`config.mk`:
```
export PLATFORM = sky130hd
export DESIGN_NAME = decrypt_loop_b
export DESIGN_NICKNAME = d
export VERILOG_FILES = /design/src/rtl/rc4_pkg.sv /design/src/rtl/key_byte_sel.sv /design/src/rtl/decrypt_loop_b.sv
export SDC_FILE = /design/constraint.sdc
export NUM_CORES = 1
export LEC_CHECK = 0
export CAP_MARGIN = 20
export CORE_ASPECT_RATIO = 1.75
export CORE_MARGIN = 10
export CORE_UTILIZATION = 55
export DETAILED_ROUTE_END_ITERATION = 10
export GPL_ROUTABILITY_DRIVEN = 0
export PLACE_DENSITY_LB_ADDON = 0.15
export SLEW_MARGIN = 20
export SYNTH_ARGS = -nofsm -noshare
export SYNTH_HDL_FRONTEND = slang
export SYNTH_HIERARCHICAL = 1
export SYNTH_SLANG_ARGS = --single-unit
```
`constraint.sdc`:
```
create_clock -name clock -period 5.01 [get_ports clock]
set_input_delay 0.7515 -clock clock [delete_from_list [all_inputs] [get_ports clock]]
set_output_delay 0.7515 -clock clock [all_outputs]
set_load 0.005 [all_outputs]
```
`src/rtl/rc4_pkg.sv`:
```
// Shared RC4 types and constants for the S-array loops (init, key schedule, PRGA).
// Pure declarations: no latency, no flow control.
package rc4_pkg;

    localparam int KEY_BYTES = 3;
    localparam int MEM_DEPTH = 256;

    typedef logic [7:0] byte_t;

    // Read/wait/compute idiom shared with the PRGA loop: each RAM read needs a WAIT slot.
    typedef enum logic [3:0] {
        IDLE,
        RD_I,
        WAIT_I,
        CALC_J,
        RD_J,
        WAIT_J,
        GET_J,
        WR_I,
        WR_J,
        NEXT,
        DONE
    } state_t;

endpackage

```
`src/rtl/key_byte_sel.sv`:
```
// Combinational key-byte mux: byte 0 is the most significant byte of the key.
// Zero latency; no flow control.
module key_byte_sel
    import rc4_pkg::*;
#(
    parameter int KEY_BYTES = 3,
    parameter int KIDX_W    = 2
) (
    input  logic [8*KEY_BYTES-1:0] i_key,
    input  logic [KIDX_W-1:0]      i_idx,
    output byte_t                  o_byte
);

    always_comb begin
        o_byte = '0;
        for (int k = 0; k < KEY_BYTES; k++) begin
            if (i_idx == KIDX_W'(k)) begin
                o_byte = i_key[8*(KEY_BYTES-1-k) +: 8];
            end
        end
    end

endmodule

```
`src/rtl/decrypt_loop_b.sv`:
```
// RC4 key-scheduling swap loop over the S RAM; 9 cycles per index, 2304 cycles per run.
// Owns the RAM while start is high; start is only sampled in IDLE and DONE.
module decrypt_loop_b
    import rc4_pkg::*;
#(
    parameter int KEY_BYTES = rc4_pkg::KEY_BYTES,
    parameter int MEM_DEPTH = rc4_pkg::MEM_DEPTH
) (
    input  logic                   clock,
    input  logic                   reset,
    input  logic                   start,
    input  logic [8*KEY_BYTES-1:0] secret_key,
    input  logic [7:0]             q,
    output logic [7:0]             address,
    output logic [7:0]             data,
    output logic                   wren,
    output logic                   finished
);

    localparam int                KIDX_W = (KEY_BYTES > 1) ? $clog2(KEY_BYTES) : 1;
    localparam byte_t             LAST_I = byte_t'(MEM_DEPTH - 1);
    localparam logic [KIDX_W-1:0] LAST_K = KIDX_W'(KEY_BYTES - 1);

    state_t            r_state, w_state;
    byte_t             r_i, w_i;
    byte_t             r_j, w_j;
    byte_t             r_si, w_si;
    byte_t             r_sj, w_sj;
    logic [KIDX_W-1:0] r_kidx, w_kidx;
    byte_t             r_address, w_address;
    byte_t             r_data, w_data;
    logic              r_wren, w_wren;
    logic              r_finished, w_finished;
    byte_t             w_key;

    // r_kidx tracks i mod KEY_BYTES so no divider is needed.
    key_byte_sel #(
        .KEY_BYTES (KEY_BYTES),
        .KIDX_W    (KIDX_W)
    ) u_key_sel (
        .i_key  (secret_key),
        .i_idx  (r_kidx),
        .o_byte (w_key)
    );

    always_ff @(posedge clock) begin
        if (!reset) begin
            r_state    <= IDLE;
            r_i        <= '0;
            r_j        <= '0;
            r_si       <= '0;
            r_sj       <= '0;
            r_kidx     <= '0;
            r_address  <= '0;
            r_data     <= '0;
            r_wren     <= 1'b0;
            r_finished <= 1'b0;
        end else begin
            r_state    <= w_state;
            r_i        <= w_i;
            r_j        <= w_j;
            r_si       <= w_si;
            r_sj       <= w_sj;
            r_kidx     <= w_kidx;
            r_address  <= w_address;
            r_data     <= w_data;
            r_wren     <= w_wren;
            r_finished <= w_finished;
        end
    end

    always_comb begin
        w_state    = r_state;
        w_i        = r_i;
        w_j        = r_j;
        w_si       = r_si;
        w_sj       = r_sj;
        w_kidx     = r_kidx;
        w_address  = r_address;
        w_data     = r_data;
        w_wren     = 1'b0;
        w_finished = r_finished;

        unique case (r_state)
            IDLE: begin
                if (start) begin
                    w_i     = '0;
                    w_j     = '0;
                    w_kidx  = '0;
                    w_state = RD_I;
                end
            end
            RD_I: begin
                w_address = r_i;
                w_state   = WAIT_I;
            end
            WAIT_I: begin
                w_state = CALC_J;
            end
            CALC_J: begin
                w_si    = q;
                w_j     = r_j + q + w_key;
                w_state = RD_J;
            end
            RD_J: begin
                w_address = r_j;
                w_state   = WAIT_J;
            end
            WAIT_J: begin
                w_state = GET_J;
            end
            GET_J: begin
                w_sj    = q;
                w_state = WR_I;
            end
            // i==j needs no special case: both writes store the same byte.
            WR_I: begin
                w_address = r_i;
                w_data    = r_sj;
                w_wren    = 1'b1;
                w_state   = WR_J;
            end
            WR_J: begin
                w_address = r_j;
                w_data    = r_si;
                w_wren    = 1'b1;
                w_state   = NEXT;
            end
            NEXT: begin
                if (r_i == LAST_I) begin
                    w_state = DONE;
                end else begin
                    w_i     = r_i + 8'd1;
                    w_kidx  = (r_kidx == LAST_K) ? '0 : r_kidx + 1'b1;
                    w_state = RD_I;
                end
            end
            DONE: begin
                w_finished = 1'b1;
                if (!start) begin
                    w_finished = 1'b0;
                    w_state    = IDLE;
                end
            end
            default: begin
                w_state = IDLE;
            end
        endcase
    end

    assign address  = r_address;
    assign data     = r_data;
    assign wren     = r_wren;
    assign finished = r_finished;

endmodule

```
==> flow_summary.json <==
{
  "status": "finished clean",
  "worstRegToRegCells": 10,
  "postCtsSetupRepairBufs": 0,
  "critPathTopFamily": "adder cells",
  "yosys-top-cells-count": "56 x dfxtp_1, 34 x mux2i_1, 26 x nand2_1, 26 x nor2_1, 24 x a21oi_1",
  "r2r_slack_ns": 1.81,
  "crit_path_cell_trace": "mux2i_1 > o2bb2ai_1 > fa_1 > ha_1 > inv_1 > fa_1 > nor2b_1 > o31a_1 > o21ai_0 > a221o_1",
  "layout.nets": 418,
  "finish.utilization": 0.667,
  "r2r-start": "r_kidx[0]",
  "ys_types": 51,
  "syn-num-nets": 381,
  "finalSetupTns_ns": 0,
  "final.min_clock_period_ns": 3.20,
  "worstMarginPinSlew_ns": 0.923,
  "critPathSlowestCell": "dfxtp_1",
  "critical_path_class": "reg2reg",
  "synth-seq-area-share": 0.361,
  "synth_async_sr_flop_share": 0,
  "powerDensity_nw_per_um2": 269,
  "crit_cells": 10,
  "areaGrowthSynthToFinish_pct": 19.1,
  "grt_use_met2": 0.317,
  "dr.pass1.iters": 4,
  "core_um2": 5540,
  "synth_area_um2": 3100,
  "p_leak_nw": 1.39,
  "crit_start": "r_kidx[0]",
  "grt_pass1_wl_um": 12600,
  "track_usage": 0.167,
  "r2r_end": "r_j[7]",
  "synth.most_common_cell": "dfxtp_1",
  "antenna_found_initial": 0,
  "rows": 36,
  "die-area_um2": 9160,
  "top_usage_layer": "met2",
  "drt-initial-drc-count": 225,
  "num_antenna_cells": 0,
  "postSynthCellCount": 331,
  "slew-limit-headroom": 0.380,
  "cts_buffers": 5,
  "wirelength_um": 7530,
  "synth.avg_cell_area_um2": 9.37,
  "grt_max_degree": 30,
  "ant_nets": 0,
  "synth_top_area_frac": 0.361,
  "vias": 2537,
  "via_per_inst": 5.70,
  "clock-sinks": 56,
  "yosys_warnings": 6,
  "ctsResizeCount": 0,
  "gr-usage-met1": 0.168,
  "critPathArrivalTime_ns": 3.40,
  "insertion_delay_ns": 0.31,
  "setup_viol": 0,
  "skew_ns": 0.00898,
  "peakVddDrop_uv": 215,
  "end_kind": "flop",
  "synth_flop_cell": "dfxtp_1",
  "cts_tree": "done",
  "cts_buffer_depth": 2,
  "drive_above_1_share": 0.0732,
  "drv_cap": 0,
  "dp_hpwl_um": 5760,
  "dieHeight_um": 119,
  "synth-edff-count": 0,
  "critPathCapture": "r_j[7]",
  "crit_buf_inv": 1,
  "ys_ff_latch": 56,
  "grt_pass1_vias": 2599,
  "cp.required_ns": 5.22,
  "use_met3": 0.0354,
  "yosysTopAreaCell": "dfxtp_1",
  "critPathMostFrequentCell": "fa_1",
  "num-fill-cells": 507,
  "post-route-period-util": 0.638,
  "htreeDepth": 2,
  "ios": 53,
  "io_buffers": 52,
  "final_max_slew_viol_count": 0,
  "drc": 0,
  "cp_max_fo": 12,
  "cp_slowest_stage_delay_ns": 0.75,
  "detail_route.wl_per_cell_um": 16.9,
  "report.final.hold_viol_count": 0,
  "cts.clk_slew.worst_paths_ns": 0.10,
  "hp-class": "reg2reg",
  "rsz0062_at_grt": "no",
  "startpoint_type": "flop",
  "synthTopCellsByArea": "dfxtp_1 36%, mux2i_1 11%, fa_1 5.2%",
  "postCtsHoldBufs": 0,
  "die_w_um": 76.8,
  "fmax_mhz": 313,
  "initial_core_util": 0.560,
  "clockRootBuffer": "clkbuf_8",
  "overflow": 0
}
-- cell usage in the layout, fill, tap and decap left out, types with 5 or more instances in the layout --
cell type        count
dfxtp_1             56
a21oi_1             24
o21ai_0              5
o2bb2ai_1            8
clkbuf_8             5
and3_1               5
ha_1                 7
nand2_1             26
fa_1                 8
nor2_1              26
a211oi_1            16
nand2b_1             5
clkdlybuf4s50_1     52
nand3_1             13
or2_2                7
inv_1                6
mux2i_1             34
nor3_1               5
-- report_power, final --
part / switching, mW / internal (mW) / total, mW
logic: 0.106 / 0.105 / 0.210
registers: 0.0195 / 0.466 / 0.485
clock network: 0.148 / 0.151 / 0.300
-- worst min path at each step --
stage	start	end	slack (ns)	cells past startpoint
2_1_floorplan	r_si[0]	r_si[0]	0.44	2
3_3_place_gp	r_si[3]	r_si[3]	0.44	2
3_5_place_dp	r_si[0]	r_si[0]	0.45	2
4_1_cts	r_si[0]	r_si[0]	0.46	2
5_1_grt	r_si[5]	r_si[5]	0.49	2
6_report	r_si[3]	r_si[3]	0.46	2
-- through the flow --
stage                     worst slack, ns  hold slack [ns]  instance area, µm²  power (mW)  cells
after CTS                            1.83            0.465                3690        1.00    445
after global placement               1.60            0.444                3580       0.700    437
after global routing                 1.62            0.489                3690        1.05    445
after detailed placement             1.54            0.450                3580       0.706    437
after floorplan                      2.17            0.437                3100       0.632    331
final                                1.81            0.463                3690       0.995    445
-- flip-flops by register name, indices dropped and copies added (netlist names) --
register,cells
finished,1
wren,1
data,8
r_si,8
r_i,8
r_kidx,2
r_state,4
r_sj,8
r_j,8
address,8
-- kinds of logic (layout without fill, tap and decap cells) --
kind of cell    after synthesis  after routing  synth area share
buf+inv                      30             68            0.0577
fa+ha+maj                    15             15            0.0799
xor+xnor                      6              6            0.0169
simple gates                106            106             0.174
flops                        56             56             0.361
compound gates               84             84             0.200
mux                          34             34             0.110
-- routing by layer --
layer	routed length, µm	vias to the layer above
li1	-	1271
met1	2730	1190
met2	4350	65
met3	300	11
met4	144	0
met5	0	-
-- worst register-to-register path, cell delays in order, from the launching register on --
cell	delay, ns
dfxtp_1	0.75
mux2i_1	0.28
o2bb2ai_1	0.12
fa_1	0.50
ha_1	0.18
inv_1	0.07
fa_1	0.40
nor2b_1	0.19
o31a_1	0.19
o21ai_0	0.11
a221o_1	0.31
-- area by class of cell --
| cell class | instances | area, µm² | area share |
|---|---|---|---|
| Clock inverter | 2 | 38.8 | 0.0105 |
| Tap cell | 76 | 95.1 | 0.0257 |
| Multi-Input combinational cell | 245 | 1810 | 0.489 |
| Sequential cell | 56 | 1120 | 0.304 |
| Timing Repair Buffer | 54 | 536 | 0.145 |
| Clock buffer | 6 | 72.6 | 0.0196 |
| Inverter | 6 | 22.5 | 0.00610 |
No activity file was read; power rests on OpenSTA's default activity.
